$ cat config.mk
export PLATFORM = sky130hd
export DESIGN_NAME = adc_write_manager
export DESIGN_NICKNAME = d
export VERILOG_FILES = /design/src/rtl/adc_write_manager.sv
export SDC_FILE = /design/constraint.sdc
export NUM_CORES = 1
export LEC_CHECK = 0
export ABC_AREA = 1
export CAP_MARGIN = 20
export CORE_MARGIN = 5
export CORE_UTILIZATION = 45
export CTS_CLUSTER_DIAMETER = 80
export DETAILED_ROUTE_END_ITERATION = 10
export DONT_BUFFER_PORTS = 1
export GPL_ROUTABILITY_DRIVEN = 0
export PLACE_DENSITY = 0.64
export SLEW_MARGIN = 20
export SYNTH_ARGS = -nofsm -noshare
export SYNTH_HDL_FRONTEND = slang
export SYNTH_SLANG_ARGS = --single-unit
$ cat constraint.sdc
create_clock -name clk -period 68.8 [get_ports clk]
set_input_delay 17.2 -clock clk [delete_from_list [all_inputs] [get_ports clk]]
set_output_delay 17.2 -clock clk [all_outputs]
set_load 0.01 [all_outputs]
$ cat src/rtl/adc_write_manager.sv
// Per-input event RAM write controller: writes one half-package of ADC samples per accepted
// trigger into the circular RAM, queues triggers that arrive while busy or while the RAM is full.
module adc_write_manager #(
  parameter int unsigned PENDING_MAX = 15
) (
  input  logic        clk,
  input  logic        rst_n,
  input  logic        live_rising,
  input  logic        trigger,
  input  logic [15:0] adc_data,
  input  logic [9:0]  HALF_PACKAGE_LENGTH,
  input  logic [13:0] MEMORY_DEPTH,
  input  logic [4:0]  MAX_NEVENT,
  input  logic [15:0] n_read,
  output logic        wen,
  output logic [13:0] waddr,
  output logic [15:0] wdata,
  output logic        w_complete,
  output logic [15:0] n_written,
  output logic [3:0]  pending,
  output logic        busy,
  output logic        trig_lost
);

  typedef enum logic [1:0] {StIdle, StWrite, StDone} state_e;

  localparam logic [3:0] PendMax = 4'(PENDING_MAX);

  state_e      state_q, state_d;
  logic        wen_q, wen_d;
  logic [13:0] waddr_q, waddr_d;
  logic [15:0] wdata_q, wdata_d;
  logic        w_complete_q, w_complete_d;
  logic [15:0] n_written_q, n_written_d;
  logic [3:0]  pending_q, pending_d;
  logic        busy_q, busy_d;
  logic        trig_lost_q, trig_lost_d;
  logic [13:0] base_q, base_d;
  logic [9:0]  cnt_q, cnt_d;
  logic [9:0]  hpl_q, hpl_d;

  logic        space;
  logic        start;
  logic [14:0] base_sum;
  logic [13:0] base_next;
  logic [13:0] waddr_inc;

  always_comb begin
    space     = (n_written_q - n_read) < {11'd0, MAX_NEVENT};
    start     = (state_q != StWrite) && space && ((pending_q != 4'd0) || trigger);
    base_sum  = {1'b0, base_q} + {5'd0, hpl_q};
    base_next = (MEMORY_DEPTH == 14'd0) ? 14'd0 : 14'(base_sum % {1'b0, MEMORY_DEPTH});
    waddr_inc = (waddr_q == MEMORY_DEPTH - 14'd1) ? 14'd0 : waddr_q + 14'd1;

    state_d      = state_q;
    wen_d        = wen_q;
    waddr_d      = waddr_q;
    wdata_d      = wdata_q;
    w_complete_d = 1'b0;
    n_written_d  = n_written_q;
    pending_d    = pending_q;
    trig_lost_d  = trig_lost_q;
    base_d       = base_q;
    cnt_d        = cnt_q;
    hpl_d        = hpl_q;

    unique case (state_q)
      StIdle, StDone: begin
        if (start) begin
          hpl_d   = HALF_PACKAGE_LENGTH;
          waddr_d = base_q;
          wdata_d = adc_data;
          cnt_d   = 10'd1;
          if (HALF_PACKAGE_LENGTH == 10'd0) begin
            // Empty package: complete immediately without touching the RAM.
            wen_d        = 1'b0;
            state_d      = StDone;
            w_complete_d = 1'b1;
            n_written_d  = n_written_q + 16'd1;
          end else begin
            wen_d   = 1'b1;
            state_d = StWrite;
          end
        end else begin
          wen_d   = 1'b0;
          state_d = StIdle;
        end
      end
      StWrite: begin
        if (cnt_q < hpl_q) begin
          waddr_d = waddr_inc;
          wdata_d = adc_data;
          cnt_d   = cnt_q + 10'd1;
        end else begin
          wen_d        = 1'b0;
          state_d      = StDone;
          w_complete_d = 1'b1;
          n_written_d  = n_written_q + 16'd1;
          base_d       = base_next;
        end
      end
      default: state_d = StIdle;
    endcase

    // A trigger arriving with a dequeue nets out; a trigger consumed directly leaves the queue.
    if (start) begin
      if ((pending_q != 4'd0) && !trigger) begin
        pending_d = pending_q - 4'd1;
      end
    end else if (trigger) begin
      if (pending_q == PendMax) begin
        trig_lost_d = 1'b1;
      end else begin
        pending_d = pending_q + 4'd1;
      end
    end

    busy_d = (state_d != StIdle);
  end

  always_ff @(posedge clk) begin
    if (!rst_n || live_rising) begin
      state_q      <= StIdle;
      wen_q        <= 1'b0;
      waddr_q      <= 14'd0;
      wdata_q      <= 16'd0;
      w_complete_q <= 1'b0;
      n_written_q  <= 16'd0;
      pending_q    <= 4'd0;
      busy_q       <= 1'b0;
      trig_lost_q  <= 1'b0;
      base_q       <= 14'd0;
      cnt_q        <= 10'd0;
      hpl_q        <= 10'd0;
    end else begin
      state_q      <= state_d;
      wen_q        <= wen_d;
      waddr_q      <= waddr_d;
      wdata_q      <= wdata_d;
      w_complete_q <= w_complete_d;
      n_written_q  <= n_written_d;
      pending_q    <= pending_d;
      busy_q       <= busy_d;
      trig_lost_q  <= trig_lost_d;
      base_q       <= base_d;
      cnt_q        <= cnt_d;
      hpl_q        <= hpl_d;
    end
  end

  assign wen        = wen_q;
  assign waddr      = waddr_q;
  assign wdata      = wdata_q;
  assign w_complete = w_complete_q;
  assign n_written  = n_written_q;
  assign pending    = pending_q;
  assign busy       = busy_q;
  assign trig_lost  = trig_lost_q;

endmodule

Word level (Yosys, flattened, before mapping) --
Cells that the tools add are included. Widths: inputs -> output; s select.
Cells by class: multiplexer cells 31, $lt $le $gt $ge 2, bitwise logic cells 2, equal/unequal tests 11, divide/modulo/power cells 1, reduce and logical (&&, ||, !) cells 22, add/sub/neg operators 8
Operators by type and width (count):
- $mux 16 | 5
- $pmux 16 s2 | 2
- $mux 14 | 4
- $pmux 14 s2 | 1
- $mux 10 | 2
- $pmux 10 s2 | 1
- $add 16x1->16 const B | 1
- $lt 16x5->1 | 1
- $mux 4 | 4
- $sub 16x16->16 | 1
- $add 14x10->15 | 1
- $mod 15x14->15 | 1
- $add 14x1->14 const B | 1
- $eq 14x14->1 | 1
- $logic_not 14->1 | 1
- $sub 14x1->14 const B | 1
- $add 10x1->10 const B | 1
- $logic_not 10->1 | 1
- $lt 10x10->1 | 1
- $ne 2x2->1 const B | 5
- $reduce_and 3->1 | 3
- $mux 1 | 6
- $mux 2 | 3
- $reduce_and 2->1 | 3
- 17 further kinds | 26
Word-level totals: input bits 65, register bits after elaboration 90, word-level logic and storage cells 89, output and inout bits 54

Depth between registers and ports, before layout --
Gate-level depths: netlist of the first run.
word-level depth 7, depth in mapped cells 215, mapped depth without buffers 209

Worst setup path after synthesis of the first run --
Ideal clock, no wire load.
kind input to register, from in MEMORY_DEPTH[0], to reg base_q[7], data required time 68664 ps, buffers on the path 8, library setup time 136 ps, data arrival time 41632 ps, setup slack 27032 ps, stages on the path 201, cells stage by stage inv_1 -> ha_1 -> nand3_1 -> nor2_1 -> nand3_1 -> nor2_1 -> nand3_1 -> nand3_1 -> nand2_1 -> ha_1 -> a21oi_1 -> nor2_1 -> nand2_2 -> nand2_1 -> o21ai_2 -> ha_1 -> inv_1 -> o21bai_1 -> [... 165 more ...] -> a21oi_1 -> o21bai_1 -> nand2_1 -> nand2_1 -> a21oi_1 -> nor2_1 -> o21a_1 -> nor2_1 -> o21ai_0 -> nand3_1 -> nand2_1 -> o21ai_0 -> o311ai_0 -> inv_1 -> buf_2 -> nand3_1 -> nand3_1 -> a21oi_2
Between the ends: cells in the longest elaborated chain, start to end 2, elaborated cells between the ends (all ways) 3, classes of those cells div: 1; mux: 1; reduce/logical: 1
Ends and longest elaborated chain:
- from (decl) | RTL line 12 | input logic [13:0] MEMORY_DEPTH,
- $mod 15x14->15 / $logic_not 14->1 (equally long branches) | RTL line 52 | base_next = (MEMORY_DEPTH == 14'd0) ? 14'd0 : 14'(base_sum % {1'b0, MEMORY_DEPTH});
- $mux 14 (*) | RTL line 52
- to (signal assigned) | RTL line 145 | base_q <= base_d;
- to (decl) | RTL line 38 | logic [13:0] base_q, base_d;
Mark *: on every way between the ends. The rest lies on a longest branch, timed or not. A chain may end at the register's enable or synchronous reset.

Worst setup path after layout of the first run --
from in MEMORY_DEPTH[11], to reg base_q[3]
The elaborated chain is that of the path after synthesis.

==> out/results.ini, run 1 <==
[timing]
final.min_clock_period_ns=46.38
fmaxAchievable_mhz=21.6
report.final.hold_viol_count=0
setup_violating_endpoint_count_in_the_final_report=0
timing.setup.tns_ns=0
clock-skew-final_ns=0.00678
slew_headroom_pct=36.1
final_min_period_over_clock_period_pct=67.4
grt_setup_unrepaired=no
timing.hold.ws_ns=0.492
worst_slew_pin_slew_ns=0.952
slew_viol_final=0

[route]
drt_first_iter_violations=805
drtAntennaViolNets=0
routedWlPerCell_um=15.3
route.vias.total=11624
drt_first_pass_iters=6
remaining_drc_errors=0
routed_via_density=5.32
drt-total-wl_um=33400

[global_routing]
globalRoute.totalOverflow=0
grt_pass1_wl_um=54200
grt_start_max_net_pins=47
global_route.usage.total_pct=21.1
antenna_found_initial=0
first_global_vias=11118

[synthesis]
yosys_most_used_dff=dfxtp_1
synthCells=1856
fraction_of_the_yosys_area_taken_by_sequential_cells_pct=14.7
netlist.area_leader.share_pct=16.9
synth_async_sr_flop_share_pct=0
number_of_register_bits_inferred_by_synthesis=90
synth_cell_type_count=66
synth_largest_area_cell=ha_1
post_synth_instance_area_sq_um=12300
yosys_warnings=0
synth_area_leaders=ha_1, dfxtp_1, nand2_1
mappedNetlistNets=2091
yosys.cell_count.top_type=nand2_1
synth-edff-count=0
synth.top_cells.by_count=nand2_1, inv_1, ha_1, nor2_1, nand3_1
syn_avg_cell_area_sq_um=6.62

[critical_path]
cpLargestDelayFamily=compound AO/OA/AOI/OAI gates
worst_r2r_path_depth=201
crit_top_cell=nand2_1
worstSetupPathType=primary input to flop
critPathBufInv=20
timing.critical_path.depth=194
worst_setup_path_end_kind=flop
critPathRequiredTime_ns=69.07
critical_path.max_stage_delay_ns=0.74
cp.arrival_ns=46.65
cp-start-kind=primary input
crit_path_max_fanout=22
standard_cell_with_the_maximum_stage_delay_on_the_critical_path=o21ai_1

[clock_tree]
cts.htree.levels=3
cts_tree=done
cts_buffers=9
cts_post_setup_buffers_inserted=0
cts.sinks=90
cts.reportedPaths.clkPinSlew_ns=0.07
buffer_levels_on_the_longest_clock_path=2
insertion_delay_ns=0.34
post_cts.resized_instances=0
postCtsHoldBufs=0
cts-root-buf=clkbuf_16

[final_layout]
fraction_of_layout_cells_with_a_size_suffix_above_1_pct=9.55
synthToLayoutAreaGrowth_pct=5.12
final_cells=2184
fillers=2755
insertedDiodeCount=0
stdcell_area_sq_um=12900
num-nets-final=2073
register_cell_area_after_layout_sq_um=1800
multi_input_comb_area_sq_um=9170

[floorplan]
i_o_pin_count=119
fp-row-count=60
dieHeight_um=175
core_area_sq_um=27000
chipWidth_um=175
die-area_sq_um=30700
floorplan.initialDensity_pct=45.6

[placement]
place_inst=2168
portBuffers=0
hpwl_um=27100
placedInstanceArea_sq_um=12600

[power_and_ir_drop]
total_leakage_power_nw=6.77
ir_worst_vdd_uv=13.2
pwr_density_cell_nw_per_um2=10.3

[status]
run_status=finished, final reports clean

[run]
cap_viol_max_count=0

[worst_hold_path]
timing.hold.worst_path_depth=2
min_path_type=flop to flop

[kinds of logic (layout without fill, tap and decap cells)]
group / count (synthesis) / after routing / synth area share, %
and+or+nand+nor: 789 / 789 / 29.7
AOI/OAI and AO/OA: 350 / 350 / 18.2
buffers and inverters: 330 / 317 / 10.8
adders and majority gates: 170 / 170 / 17.6
xor gates and xnor gates: 127 / 127 / 9.05
DFF: 90 / 90 / 14.7
[state kept, by name, summed over array words and instances, names as in the netlist, 2 cells and up]
register and flops:
n_written 16, hpl_q 10, pending 4, wdata 16
base_q 14, waddr 14, cnt_q 10, state_q 2
[report_power, final]
| group | switching, W | internal (W) | leakage, nW | total [W] |
|---|---|---|---|---|
| Clock | 0.0000222 | 0.0000370 | 0.176 | 0.0000593 |
| Combinational | 0.0000135 | 0.00000797 | 5.87 | 0.0000214 |
| Sequential | 0.000000121 | 0.0000521 | 0.725 | 0.0000523 |
| Total | 0.0000358 | 0.0000971 | 6.77 | 0.000133 |
[worst min-delay path, cell delays in order, from the launching register on]
cell,delay [ns]
dfxtp_1,0.32
inv_1,0.07
a21oi_1,0.06
[stage by stage]
| step | util (%) | power [W] | setup slack [ns] |
|---|---|---|---|
| 6_report | 47.9 | 0.000133 | 22.42 |
| 5_1_grt | 47.9 | 0.000138 | 19.07 |
| 4_1_cts | 47.9 | 0.000134 | 22.69 |
| 3_5_place_dp | 46.6 | 0.0000748 | 22.37 |
| 3_3_place_gp | 46.6 | 0.0000743 | 23.41 |
| 2_1_floorplan | - | 0.0000701 | 27.03 |
[worst paths after layout]
kind / start / endpoint / slack, ns
max: MEMORY_DEPTH[11] / base_q[3] / 22.42
min: cnt_q[9] / cnt_q[9] / 0.49
max reg2reg: hpl_q[0] / base_q[3] / 38.02
min reg2reg: cnt_q[9] / cnt_q[9] / 0.49
[layout make-up]
cell class              instances  share of cell area [%]
clock inverters                 6                   0.920
well taps                     341                    3.30
inverters                     293                    8.53
flip-flops and latches         90                    13.9
multi-input cells            1436                    71.0
clock buffers                  10                    1.85
repair buffers                  8                   0.465
[layer usage]
| layer | GRT usage (%) | vias to the layer above | routed length (um) |
|---|---|---|---|
| li1 | - | 6084 | - |
| met1 | 26.4 | 5173 | 14900 |
| met2 | 37.5 | 297 | 15900 |
| met3 | 3.03 | 70 | 1680 |
| met4 | 6.71 | 0 | 981 |
| met5 | 0 | - | 0 |
[layout by cell type (no fill, tap or decap), types with 3 or more instances in the layout]
cell	instances
nand2_1	383
inv_1	279
ha_1	166
nor2_1	150
nand3_1	105
a21oi_1	93
dfxtp_1	90
xor2_1	69
o21ai_0	68
xnor2_1	58
o21ai_2	35
o21ai_1	33
a21o_1	31
nand4_1	26
nand2_2	19
nor3_1	18
nand3_2	17
a31oi_1	16
o21bai_1	16
a21oi_2	16
or2_2	16
inv_2	12
nor4_1	11
a211oi_1	11
clkbuf_16	9
buf_4	8
nor2_2	7
nand2_4	6
nand3b_1	6
nor2_4	5
o21a_1	5
and2_1	4
fa_1	4
o31ai_1	3
o21bai_2	3
a21boi_0	3
o2111ai_1	3
bufinv_16	3
Note: power is estimated with default switching activity, not from simulation.
==> run 2, diff against run 1 <==
Settings changed: PLACE_DENSITY 0.64 to 0.66.
Clock period 68.8 ns to 38.3 ns, I/O delays scaled along.
==> out/results.ini, run 2 (synthesis gave the netlist of run 1 again) <==
[floorplan]
dieHeight_um=175
fp-row-count=60
chipWidth_um=175
core_area_sq_um=27000
floorplan.initialDensity_pct=45.6
die-area_sq_um=30700
i_o_pin_count=119

[critical_path]
worstSetupPathType=primary input to flop
critPathBufInv=22
worst_setup_path_end=base_q[3]
worst_setup_path_end_kind=flop
critical_path.startpoint=MEMORY_DEPTH[7]
timing.critical_path.depth=197
standard_cell_with_the_maximum_stage_delay_on_the_critical_path=ha_1
worstReg2RegStart=base_q[0]
worst_r2r_path_depth=205
r2r-end=base_q[3]
cp-start-kind=primary input
crit_top_cell=nand2_1
cp.arrival_ns=35.80
r2r_slack_ns=10.48
critical_path.max_stage_delay_ns=0.36
critPathRequiredTime_ns=38.51
cpLargestDelayFamily=compound AO/OA/AOI/OAI gates
crit_path_max_fanout=17

[status]
run_status=finished, final reports clean

[power_and_ir_drop]
ir_worst_vdd_uv=16.5
report.power.total_w=0.000217
pwr_density_cell_nw_per_um2=16.6
total_leakage_power_nw=6.87

[route]
drt_first_iter_violations=659
remaining_drc_errors=0
drt_first_pass_iters=5
drt-total-wl_um=33000
routed_via_density=5.33
routedWlPerCell_um=15.0
route.vias.total=11736
drtAntennaViolNets=0

[clock_tree]
postCtsHoldBufs=0
cts-root-buf=clkbuf_16
cts_tree=done
cts_buffers=9
buffer_levels_on_the_longest_clock_path=2
insertion_delay_ns=0.34
cts.reportedPaths.clkPinSlew_ns=0.07
cts.htree.levels=3
cts.sinks=90

[global_routing]
use_met2_pct=37.3
globalRoute.totalOverflow=0
grtUsageMet1_pct=25.4
grt_util_met3_pct=3.59
grt_start_max_net_pins=47
antenna_found_initial=0
global_route.usage.total_pct=20.7
grt_pass1_wl_um=53400
first_global_vias=11063
gr-max-usage-layer=met2

[final_layout]
num-nets-final=2092
layout_commonest_cell=nand2_1
synthToLayoutAreaGrowth_pct=6.55
fillers=2724
insertedDiodeCount=0
final_cell_mix=nand2_1, inv_1, ha_1, nor2_1, nand3_1
register_cell_area_after_layout_sq_um=1800
multi_input_comb_area_sq_um=9280
fraction_of_layout_cells_with_a_size_suffix_above_1_pct=11.5

[timing]
final_min_period_over_clock_period_pct=92.9
final.min_clock_period_ns=35.59
fmaxAchievable_mhz=28.1
slew_headroom_pct=49.1
setup_violating_endpoint_count_in_the_final_report=0
report.final.hold_viol_count=0
slew_viol_final=0
worst_slew_pin_slew_ns=0.762
timing.setup.tns_ns=0
clock-skew-final_ns=0.0127

[placement]
portBuffers=0
hpwl_um=26900

[worst_hold_path]
min_path_type=flop to flop

[run]
cap_viol_max_count=0

## run 2: cell types whose count changed in the layout (fill, tap and decap cells not counted), moves of 3 or more
cell,before,now
inv_2,12,15
a21oi_2,16,19
o21ai_0,68,63
o21bai_2,3,6
bufinv_16,3,0
o21ai_2,35,38
inv_1,279,274
buf_4,8,24
a21oi_1,93,90
clkinvlp_4,0,3
o21bai_1,16,13
## run 2: what timing repair did
action | CTS | global route
gates resized for setup | 0 | 32
endpoints found under the setup margin | 0 | 14
buffers inserted | 0 | 16
## run 2: stage by stage
stage / hold WS, ns / instance area (sq um) / setup WS (ns) / util (%) / instances
floorplan: 0.443 / 12300 / 4.16 / - / 1856
global placement: 0.458 / 12600 / 0.930 / 46.6 / 2169
detailed placement: 0.463 / 12600 / -0.0909 / 46.6 / 2169
CTS: 0.476 / 12800 / 0.189 / 47.6 / 2185
global route: 0.495 / 13100 / -0.108 / 48.6 / 2203
finish: 0.472 / 13100 / 2.71 / 48.6 / 2203
## run 2: routing by layer
metal / part of all wire, % / wire length, um / vias to the layer above
li1: - / - / 6119
met3: 5.9 / 1960 / 52
met5: 0 / 0 / -
met2: 48 / 15900 / 280
met1: 43 / 14400 / 5285
met4: 2.5 / 837 / 0
## run 2: final cells by class
class,instances,share of cell area (%)
well taps,341,3.26
repair buffers,25,1.46
flip-flops and latches,90,13.8
multi-input cells,1438,70.9
inverters,293,8.50
clock inverters,6,0.363
clock buffers,10,1.75
## run 2: where the power goes
group / internal [W] / switching, W
combinational: 0.0000146 / 0.0000240
sequential: 0.0000936 / 0.000000227
clock: 0.0000449 / 0.0000395
## run 2: how the worst min path moves through the flow
stage | startpoint | to | cells past startpoint
final | cnt_q[9] | cnt_q[9] | 2
after floorplan | cnt_q[9] | cnt_q[9] | 2
after global routing | cnt_q[9] | cnt_q[9] | 2
after CTS | cnt_q[9] | cnt_q[9] | 2
after global placement | cnt_q[9] | cnt_q[9] | 2
after detailed placement | cnt_q[9] | cnt_q[9] | 2
## run 2: worst register-to-register path: cells and delay by family, from the launching register on
family | cells | cell delay [ns]
AO/OA/AOI/OAI | 81 | 12.21
AND/OR/NAND/NOR | 86 | 8.11
adder cells (fa/ha/maj) | 17 | 5.17
buffers and inverters | 21 | 1.82
flip-flops | 1 | 0.40
